===== src/rtl/ahb_pkg.sv =====
// rtl/ahb_pkg.sv - shared AHB transfer, select-code and default-slave state encodings
package ahb_pkg;

  localparam logic [1:0] TRANS_IDLE   = 2'd0;
  localparam logic [1:0] TRANS_BUSY   = 2'd1;
  localparam logic [1:0] TRANS_NONSEQ = 2'd2;
  localparam logic [1:0] TRANS_SEQ    = 2'd3;

  localparam int SEL_NONE       = 0;
  localparam int SEL_DEFAULT    = 1;
  localparam int SEL_SLAVE_BASE = 2;

  localparam logic [1:0] DS_IDLE = 2'd0;
  localparam logic [1:0] DS_ERR1 = 2'd1;
  localparam logic [1:0] DS_ERR2 = 2'd2;

endpackage


===== src/rtl/ahb_default_slave.sv =====
// rtl/ahb_default_slave.sv - default slave giving the two-cycle ERROR response and counting unmapped transfers
module ahb_default_slave
  import ahb_pkg::*;
(
  input  logic       clk,
  input  logic       rst,
  input  logic       accept_unmapped,
  output logic       readyout,
  output logic       resp,
  output logic [7:0] err_cnt
);

  logic [1:0] state;
  logic [1:0] state_next;

  always_comb begin
    state_next = DS_IDLE;
    case (state)
      DS_IDLE: state_next = accept_unmapped ? DS_ERR1 : DS_IDLE;
      DS_ERR1: state_next = DS_ERR2;
      DS_ERR2: state_next = accept_unmapped ? DS_ERR1 : DS_IDLE;
      default: state_next = DS_IDLE;
    endcase
  end

  always_ff @(posedge clk or posedge rst) begin
    if (rst) begin
      state    <= DS_IDLE;
      readyout <= 1'b1;
      resp     <= 1'b0;
      err_cnt  <= 8'd0;
    end else begin
      state    <= state_next;
      readyout <= (state_next != DS_ERR1);
      resp     <= (state_next != DS_IDLE);
      // ERR1 is only ever entered from IDLE/ERR2, so this counts each new error once
      if (state_next == DS_ERR1 && err_cnt != 8'hFF)
        err_cnt <= err_cnt + 8'd1;
    end
  end

endmodule


===== src/rtl/ahb_addr_decoder.sv =====
// rtl/ahb_addr_decoder.sv - AHB address decoder: per-slave HSEL, data-phase select code, default slave
module ahb_addr_decoder
  import ahb_pkg::*;
#(
  parameter int AHB_ADDR_WIDTH = 32,
  parameter int SLAVE_DEVICES  = 2,
  parameter logic [AHB_ADDR_WIDTH-1:0] BASE_ADDR = 32'h4000_0000,
  parameter int REGION_BITS    = 16,
  localparam int SEL_WIDTH     = $clog2(SLAVE_DEVICES) + 1
) (
  input  logic                      ahb_clk_in,
  input  logic                      ahb_rst_in,
  input  logic [AHB_ADDR_WIDTH-1:0] ahb_addr_in,
  input  logic [1:0]                ahb_trans_in,
  input  logic                      ahb_ready_in,
  output logic [SLAVE_DEVICES-1:0]  slave_hsel_out,
  output logic [SEL_WIDTH-1:0]      decoder_sel_out,
  output logic                      default_readyout_out,
  output logic                      default_resp_out,
  output logic [7:0]                err_cnt_out
);

  logic [AHB_ADDR_WIDTH-1:0] offset;
  logic [AHB_ADDR_WIDTH-1:0] idx;
  logic                      mapped;
  logic                      accept;
  logic [SEL_WIDTH-1:0]      slave_code;

  // Base compare gates the subtraction so addresses below BASE never wrap into a region
  assign offset     = ahb_addr_in - BASE_ADDR;
  assign idx        = offset >> REGION_BITS;
  assign mapped     = (ahb_addr_in >= BASE_ADDR) && (idx < AHB_ADDR_WIDTH'(SLAVE_DEVICES));
  assign accept     = ahb_ready_in & ahb_trans_in[1];
  assign slave_code = idx[SEL_WIDTH-1:0] + SEL_WIDTH'(SEL_SLAVE_BASE);

  assign slave_hsel_out = mapped ? (SLAVE_DEVICES'(1) << idx) : '0;

  always_ff @(posedge ahb_clk_in or posedge ahb_rst_in) begin
    if (ahb_rst_in) begin
      decoder_sel_out <= SEL_WIDTH'(SEL_NONE);
    end else if (ahb_ready_in) begin
      if (!accept)
        decoder_sel_out <= SEL_WIDTH'(SEL_NONE);
      else if (mapped)
        decoder_sel_out <= slave_code;
      else
        decoder_sel_out <= SEL_WIDTH'(SEL_DEFAULT);
    end
  end

  ahb_default_slave u_default_slave (
    .clk             (ahb_clk_in),
    .rst             (ahb_rst_in),
    .accept_unmapped (accept & ~mapped),
    .readyout        (default_readyout_out),
    .resp            (default_resp_out),
    .err_cnt         (err_cnt_out)
  );

endmodule


===== config.mk =====
export PLATFORM = sky130hd
export DESIGN_NAME = ahb_addr_decoder
export DESIGN_NICKNAME = d
export VERILOG_FILES = /design/src/rtl/ahb_pkg.sv /design/src/rtl/ahb_default_slave.sv /design/src/rtl/ahb_addr_decoder.sv
export SDC_FILE = /design/constraint.sdc
export NUM_CORES = 1
export LEC_CHECK = 0
export BUFFER_PORTS_ARGS = -buffer_cell sky130_fd_sc_hd__buf_2
export CAP_MARGIN = 20
export CORE_ASPECT_RATIO = 1.1
export CORE_MARGIN = 3
export CORE_UTILIZATION = 35
export DETAILED_ROUTE_END_ITERATION = 8
export PLACE_DENSITY_LB_ADDON = 0.2
export SYNTH_ARGS = -nofsm -noshare
export SYNTH_HDL_FRONTEND = slang
export SYNTH_SLANG_ARGS = --single-unit

===== constraint.sdc =====
create_clock -name ahb_clk_in -period 2.9 [get_ports ahb_clk_in]
set_clock_uncertainty 0.05 [all_clocks]
set_input_delay 0.58 -clock ahb_clk_in [delete_from_list [all_inputs] [get_ports ahb_clk_in]]
set_output_delay 0.58 -clock ahb_clk_in [all_outputs]
set_load 0.01 [all_outputs]

==> out/qor.txt, run 1 <==
DR iter-0 viols - 14
Sequential share of the synthesized area - 48.7%
Crit path max fanout - 2
Pre-CTS setup slack - 213 ps
Final setup vio count - 0
Routability cong. - 0.700
RSZ-0062 raised after global routing - no
Ys async rst share - 100%
Residual DRC - 0
Fill cell count - 184
Initial Util - 38.8%
Share of the synthesized area in the top cell type - 45.1%
Area Overhead vs Synth - 32.6%
CP Capture Type - output pin
Worst rel slew slack - 51.9%
#FFs+latches synth - 14
Syn avg cell area - 11.1 um^2
Full die area - 2640 um^2
Hold WC Path Type - in2async
Status - finished, final reports clean
First-pass GRT wire length - 2520 um
Clock-pin slew on the worst setup and hold paths - 90 ps
Global-route usage over all layers - 12.4%
Most numerous cell in the Yosys netlist - dfrtp_1
Final hold vios - 0
I/O pins - 51
Gr ovfl total - 0
Data arrival, critical path - 2050 ps
Power density over cell area - 609 nW/um^2
Vias per Instance - 4.91
CTS root buf - clkbuf_4
Post-synth cell types - 32
Leading area contributor after synthesis - dfrtp_1
Num CTS Buffers - 3
Synth Flop Type - dfrtp_1
CTS max path bufs - 2
Crit path kind - in2out
Final Cycle Share - 92.3%
Die H - 53.6 um
Router iterations before antenna repair - 4
Total of max-cap violations - 0
Clock latency on the worst-skew pair - 270 ps
HPWL Detailed - 1210 um
Leak - 0.000496 uW
CTS resizes - 0
PnR worst setup slack - 224 ps
Core area - 1860 um^2
VDD IR max - 0.303 mV
Initial antenna violation count - 0
Nets@finish - 141
Slew at the pin with the worst max-slew slack - 704 ps
Multi-input logic area - 333 um^2
WP data required - 2270 ps
Share of layout cells above drive strength 1 - 50.0%
EDFF count, synth - 0
Total Negative Setup Slacks - 0 ps
Top post-synthesis cells by area - dfrtp_1 (45%), mux2_2 (4.7%), or4_4 (4.7%)
Die width - 49.3 um
Register Area - 352 um^2
Synth warnings - 0
Htree depth - 1
Top cells by count, synth - dfrtp_1 (13), inv_1 (6), nand2_1 (5), nand4_1 (4)
WL final - 1470 um
Post-CTS Setup Bufs - 0
Routed vias - 633
Syn_nets - 103
Vias in the first global route - 626
Syn Inst Count - 65
Std cell rows - 16
Fin crit period - 2680 ps
Largest net degree at the start of global routing - 15
CP startpoint kind - primary input
TritonCTS clock tree - yes
Final ANT Viol Nets - 0
Netlist Area Pre-Place - 722 um^2
Port buffer count - 33
N_diodes - 0
Sink Count - 14
Final slew viol count - 0
Post-CTS Hold Buffers - 0
Drt wl/cell - 11.4 um
Fmax - 374 MHz
[routing by layer]
metal / share of wire [%] / vias up / GRT usage [%] / wire length (um)
met2: 46 / 28 / 22.1 / 679
met4: 0 / 0 / 4.27 / 0
li1: - / 308 / - / -
met3: 8.3 / 0 / 3.60 / 122
met1: 45 / 297 / 14.2 / 668
met5: 0 / - / 0 / 0
[stage by stage]
| stage | util, % | hold WS (ps) | cell area [um^2] | total power (uW) | instances |
|---|---|---|---|---|---|
| 2_1_floorplan | - | 339 | 722 | 374 | 65 |
| 3_3_place_gp | 49.5 | 352 | 921 | 443 | 125 |
| 3_5_place_dp | 49.5 | 364 | 921 | 445 | 125 |
| 4_1_cts | 51.4 | 290 | 957 | 588 | 129 |
| 5_1_grt | 51.4 | 320 | 957 | 622 | 129 |
| 6_report | 51.4 | 276 | 957 | 583 | 129 |
[worst max-delay path: stages]
cell and delay [ps]:
buf_2 90, or4_4 550, or4_4 560, nor2_2 120, buf_2 140
[registers in the layout, indices dropped and copies added (netlist names)]
signal and count:
decoder_sel_out 2, u_default_slave.resp 1, u_default_slave.readyout 1, u_default_slave.err_cnt 8
u_default_slave.state 2
[layout make-up]
class / instances / area share, %
clock buffer: 4 / 3.79
timing repair buffer: 35 / 18.8
tap: 27 / 3.53
sequential: 14 / 36.7
inverter: 6 / 2.35
multi-input combinational: 43 / 34.8
[path summary, 6_finish.rpt]
check                           cells past startpoint  slack (ps)                              startpoint                                     end
worst max-delay path                                5         220                         ahb_addr_in[19]                       slave_hsel_out[0]
worst max register to register                      5         860  u_default_slave.err_cnt[0]$_DFFE_PP0P_  u_default_slave.err_cnt[1]$_DFFE_PP0P_
max in group asynchronous                           2        2160                              ahb_rst_in      u_default_slave.readyout$_DFF_PP1_
min in group ahb_clk_in                             1         380      u_default_slave.state[1]$_DFF_PP0_      u_default_slave.state[1]$_DFF_PP0_
worst min register to register                      1         380      u_default_slave.state[1]$_DFF_PP0_      u_default_slave.state[1]$_DFF_PP0_
worst min-delay path                                2         280                              ahb_rst_in      u_default_slave.state[1]$_DFF_PP0_
[cells by family (layout without fill, tap and decap cells)]
| logic type | after synthesis | in the layout | synth area share (%) |
|---|---|---|---|
| AOI/OAI and AO/OA | 6 | 6 | 6.41 |
| xor gates and xnor gates | 4 | 4 | 4.85 |
| adders and majority gates | 1 | 1 | 1.73 |
| buffers and inverters | 8 | 45 | 5.20 |
| DFF | 14 | 14 | 48.7 |
| muxes | 4 | 4 | 6.07 |
| and+or+nand+nor | 28 | 28 | 27.0 |
[layout by cell type, fill, tap and decap left out, types with 2 or more instances in the layout]
master	n
buf_4	2
nand4_1	4
dfrtp_1	13
xnor2_1	2
xor2_1	2
mux2_2	3
o22ai_1	2
clkbuf_4	3
or4_4	3
nor2_1	3
buf_2	33
nand2_1	5
inv_1	6
[where the power goes]
group	total, uW	internal (uW)	switching (uW)
Combinational	160	79.2	80.9
Sequential	283	234	48.5
Clock	140	76.2	63.8
Note: power is estimated with default switching activity, not from simulation.
==> inputs of run 2 (changes only) <==
- clock period: 2.9 -> 2.4 ns (I/O delays scaled with it)
==> out/qor.txt, run 2 (same netlist as run 1, synthesis figures left out) <==
Metal2 WL - 819 um (+21%)
Fin crit period - 2420 ps
VDD IR max - 0.394 mV (+30%)
Die H - 53.6 um (unchanged)
WL final - 1620 um (+10%)
Final setup vio count - 1 (+1)
TritonCTS clock tree - yes
Crit path kind - in2out
CTS root buf - clkbuf_4
Final ANT Viol Nets - 0 (unchanged)
Most frequent cells in the layout - buf_2 (31), dfrtp_1 (13), inv_1 (6), buf_4 (6), nand2_1 (5)
Total of max-cap violations - 0 (unchanged)
Routed vias - 653 (+3.2%)
Top Registers - u_default_slave.err_cnt: 8 flops, decoder_sel_out: 2 flops, u_default_slave.state: 2 flops
Met3 wire len - 122 um (unchanged)
Final Cycle Share - 101%
Initial antenna violation count - 0 (unchanged)
Vias in the first global route - 657 (+5.0%)
WP data required - 1870 ps (-400 ps)
Data arrival, critical path - 1890 ps (-160 ps)
Global-route usage over all layers - 13.8% (+1.5 points)
Routability cong. - 0.705 (+0.71%)
Fin util - 53.4% (+2.0 points)
Fill cell count - 185 (+0.54%)
Power density over cell area - 685 nW/um^2 (+13%)
Residual DRC - 0 (unchanged)
Clock latency on the worst-skew pair - 280 ps (about the same)
Num CTS Buffers - 3 (unchanged)
Fmax - 413 MHz
Total power - 682 uW (+17%)
Share of layout cells above drive strength 1 - 50.9% (+0.94 points)
Std cell rows - 16 (unchanged)
Router iterations before antenna repair - 4 (unchanged)
Full die area - 2640 um^2 (unchanged)
HPWL Detailed - 1250 um (+3.4%)
Slew at the pin with the worst max-slew slack - 812 ps (+108 ps)
Final slew viol count - 0 (unchanged)
FF-to-FF path depth - 5 (unchanged)
CP Capture Type - output pin
Failing checks - setup timing
Die width - 49.3 um (unchanged)
Initial Util - 38.8% (unchanged)
DR iter-0 viols - 7 (-7)
CTS max path bufs - 2 (unchanged)
Crit. Startpoint - ahb_addr_in[22]
Max layer used - met3
I/O pins - 51 (unchanged)
First-pass GRT wire length - 2800 um (+11%)
R2r startpoint - u_default_slave.err_cnt[0]$_DFFE_PP0P_
Crit path max fanout - 2 (unchanged)
Post-CTS Hold Buffers - 0 (unchanged)
Commonest non-fill, non-tap cell in the layout - buf_2
Clock-pin slew on the worst setup and hold paths - 90 ps (about the same)
Pre-CTS setup slack - -59.5 ps (-273 ps)
Core area - 1860 um^2 (unchanged)
Status - complete, but fails checks
Top reg by flops - u_default_slave.err_cnt
Sink Count - 14 (unchanged)
Final hold vios - 0 (unchanged)
Worst rel slew slack - 44.5% (-7.4 points)
Area Overhead vs Synth - 37.8%
Gr ovfl total - 0 (unchanged)
Multi-input logic area - 338 um^2 (+1.5%)
Leak - 0.000511 uW (+3.0%)
N_diodes - 0 (unchanged)
Met1 WL - 681 um (+1.9%)
R2r setup slk - 250 ps (-610 ps)
Largest net degree at the start of global routing - 15 (unchanged)
Largest register FFs - 8 (unchanged)
Drt wl/cell - 12.2 um (+7.1%)
Htree depth - 1 (unchanged)
RR Endpoint - u_default_slave.err_cnt[1]$_DFFE_PP0P_
Port buffer count - 33 (unchanged)
Vias per Instance - 4.91 (about the same)
PnR worst setup slack - -24.2 ps (-248 ps)
Nets@finish - 145 (+2.8%)
Hold WC Path Type - in2async
CP startpoint kind - primary input
RSZ-0062 raised after global routing - yes
Register Area - 352 um^2 (unchanged)
[run 2: layout make-up]
class,count,share of cell area (%)
Sequential cell,14,35.3
Multi-Input combinational cell,43,34.0
Inverter,6,2.26
Tap cell,27,3.40
Timing Repair Buffer,39,22.4
Clock buffer,4,2.64
[run 2: per-stage QoR]
step	area (um^2)	setup TNS [ps]	hold slack [ps]	std cells
6_report	995	-24.2	170	133
5_1_grt	995	-61.9	232	133
4_1_cts	995	-19.4	190	133
3_5_place_dp	951	-59.5	362	129
3_3_place_gp	951	-53.6	353	129
2_1_floorplan	722	0	319	65
[run 2: worst max-delay path by stage]
stage	to	slack (ps)	cells after the start
floorplan	slave_hsel_out[0]	30	4
global placement	slave_hsel_out[0]	-50	5
detailed placement	slave_hsel_out[0]	-60	5
CTS	slave_hsel_out[0]	-20	5
global route	slave_hsel_out[0]	-60	5
finish	slave_hsel_out[0]	-20	5
[run 2: power breakdown]
group          internal (uW)  switching (uW)  leakage, uW
clock network           64.3            75.3    0.0000150
logic                   98.2             101     0.000323
registers                283            60.1     0.000173
[run 2: routing by layer]
metal	up-vias	global-route usage, %
met5	-	0
met4	0	5.69
met3	0	3.05
met2	28	26.3
met1	306	14.9
li1	319	-
[run 2: timing repair]
item / in CTS / in global routing
endpoints found under the setup margin: 1 / 1
buffers inserted: 0 / 0
hold endpoints to repair: 0 / 0
resized for setup: 3 / 0
pin swaps: 1 / 0
[run 2: worst max-delay path: stages]
cell    delay [ps]
buf_6           90
or4_4          530
or4_4          570
nor2_4         120
buf_6          110
==> inputs of run 3 (changes only) <==
- CELL_PAD_IN_SITES_DETAIL_PLACEMENT: unset -> 0
- CELL_PAD_IN_SITES_GLOBAL_PLACEMENT: unset -> 2
- CORE_UTILIZATION: 35 -> 19
- RECOVER_POWER: unset -> 50
==> out/qor.txt, run 3 (same netlist as run 1, synthesis figures left out) <==
RSZ-0062 raised after global routing - yes
Residual DRC - 0 (unchanged)
WL final - 1780 um (+9.9%)
Status - complete, but fails checks
Post-CTS Setup Bufs - 0 (unchanged)
Commonest non-fill, non-tap cell in the layout - buf_2
CP Capture Type - output pin
Vias in the first global route - 651 (-0.91%)
Drt wl/cell - 11.6 um (-5.1%)
Router iterations before antenna repair - 2 (-2)
Power density over cell area - 690 nW/um^2 (+0.78%)
VDD IR max - 0.208 mV (-47%)
Num CTS Buffers - 3 (unchanged)
Port buffer count - 33 (unchanged)
Total of max-cap violations - 0 (unchanged)
Final setup vio count - 1 (unchanged)
Initial antenna violation count - 0 (unchanged)
CTS root buf - clkbuf_4
Final ANT Viol Nets - 0 (unchanged)
Gr ovfl total - 0 (unchanged)
Die H - 70.7 um (+32%)
Final hold vios - 0 (unchanged)
TritonCTS clock tree - yes
Htree depth - 1 (unchanged)
Routability cong. - 0.689 (-2.3%)
Largest register FFs - 8 (unchanged)
CTS max path bufs - 2 (unchanged)
Final Cycle Share - 100% (-0.78 points)
PnR worst setup slack - -5.56 ps (+18.7 ps)
Fin crit period - 2410 ps (-18.7 ps)
Area Overhead vs Synth - 43.3%
Crit path kind - in2out
Data arrival, critical path - 1880 ps (about the same)
Leak - 0.000506 uW (-0.98%)
DR iter-0 viols - 14 (+7)
First-pass GRT wire length - 2900 um (+3.7%)
Vias per Instance - 4.19 (-15%)
Global-route usage over all layers - 8.19% (-5.6 points)
Largest net degree at the start of global routing - 15 (unchanged)
Initial Util - 20.7% (-18 points)
Hold WC Path Type - in2async
Nets@finish - 145 (unchanged)
Slew at the pin with the worst max-slew slack - 784 ps (-28.1 ps)
Cell area after layout - 1030 um^2 (+4.0%)
Sink Count - 14 (unchanged)
Failing checks - setup timing
Crit path max fanout - 2 (unchanged)
Clock-pin slew on the worst setup and hold paths - 90 ps (about the same)
Full die area - 4580 um^2 (+73%)
I/O pins - 51 (unchanged)
Worst rel slew slack - 46.4% (+1.9 points)
Core area - 3500 um^2 (+88%)
CP startpoint kind - primary input
Most frequent cells in the layout - buf_2 (25), dfrtp_1 (13), inv_1 (6), buf_4 (6)
WP data required - 1870 ps (about the same)
Total Negative Setup Slacks - -5.56 ps (+18.7 ps)
Clock latency on the worst-skew pair - 280 ps (about the same)
Final slew viol count - 0 (unchanged)
Routed vias - 645 (-1.2%)
Fmax - 416 MHz (+0.78%)
Post-DP Area - 977 um^2 (+2.8%)
N_diodes - 0 (unchanged)
Die width - 64.8 um (+31%)
Share of layout cells above drive strength 1 - 48.1% (-2.8 points)
Std cell rows - 22 (+6)
Top Registers - u_default_slave.err_cnt: 8 flops, decoder_sel_out: 2 flops, u_default_slave.state: 2 flops
Post-CTS Hold Buffers - 0 (unchanged)
Hold Worst Slack - 170 ps (-0.279 ps)
HPWL Detailed - 1430 um (+14%)
Top reg by flops - u_default_slave.err_cnt
==> run 3: cell types whose count changed in the layout (fill, tap and decap cells not counted), sizes merged <==
| cell | before | now |
|---|---|---|
| buf | 39 | 34 |
| clkbuf | 4 | 9 |
==> run 3: metal layers <==
layer	vias to the layer above	wire length (um)	GRT usage, %
met1	295	775	10.3
met5	-	0	0
met4	0	44	5.63
met2	29	840	12.7
met3	4	123	1.27
li1	317	-	-
==> run 3: layout make-up <==
| type | instances | area (um^2) |
|---|---|---|
| well taps | 48 | 60.1 |
| clock buffers | 4 | 36.3 |
| inverters | 6 | 22.5 |
| flip-flops and latches | 14 | 352 |
| multi-input cells | 43 | 342 |
| fillers | 383 | 2460 |
| repair buffers | 39 | 223 |
==> run 3: power breakdown <==
group / internal (uW) / switching (uW)
combinational: 95.3 / 98.3
clock: 92.4 / 82.0
sequential: 283 / 63.5
total: 471 / 244
==> run 3: path summary, 6_finish.rpt <==
kind,to,startpoint,cells past startpoint,slack [ps]
hold reg to reg,u_default_slave.state[1]$_DFF_PP0_,u_default_slave.state[1]$_DFF_PP0_,1,370
setup / recovery,slave_hsel_out[0],ahb_addr_in[22],5,-6
max in group asynchronous,u_default_slave.readyout$_DFF_PP1_,ahb_rst_in,2,1770
hold / removal,u_default_slave.resp$_DFF_PP0_,ahb_rst_in,2,170
setup reg to reg,u_default_slave.err_cnt[1]$_DFFE_PP0P_,u_default_slave.err_cnt[0]$_DFFE_PP0P_,5,260
min in group ahb_clk_in,u_default_slave.state[1]$_DFF_PP0_,u_default_slave.state[1]$_DFF_PP0_,1,370
==> run 3: through the flow <==
step	worst slack, ps	util [%]	power (uW)	cells
after global placement	-60.1	28.0	547	150
after detailed placement	-56.9	28.0	547	150
final	-5.56	29.6	714	154
after CTS	-19.1	29.7	727	154
after floorplan	32.2	-	452	65
after global routing	-45.1	29.6	773	154
==> run 3: critical path, cell delays in order <==
cell and delay, ps:
buf_6 90, or4_4 520, or4_4 570, nor2_4 110, buf_6 110
==> run 3: what timing repair did <==
item,4_1_cts,5_1_grt
cloned,0,0
resized for setup,4,1
pin swaps,1,0
endpoints found under the setup margin,1,1
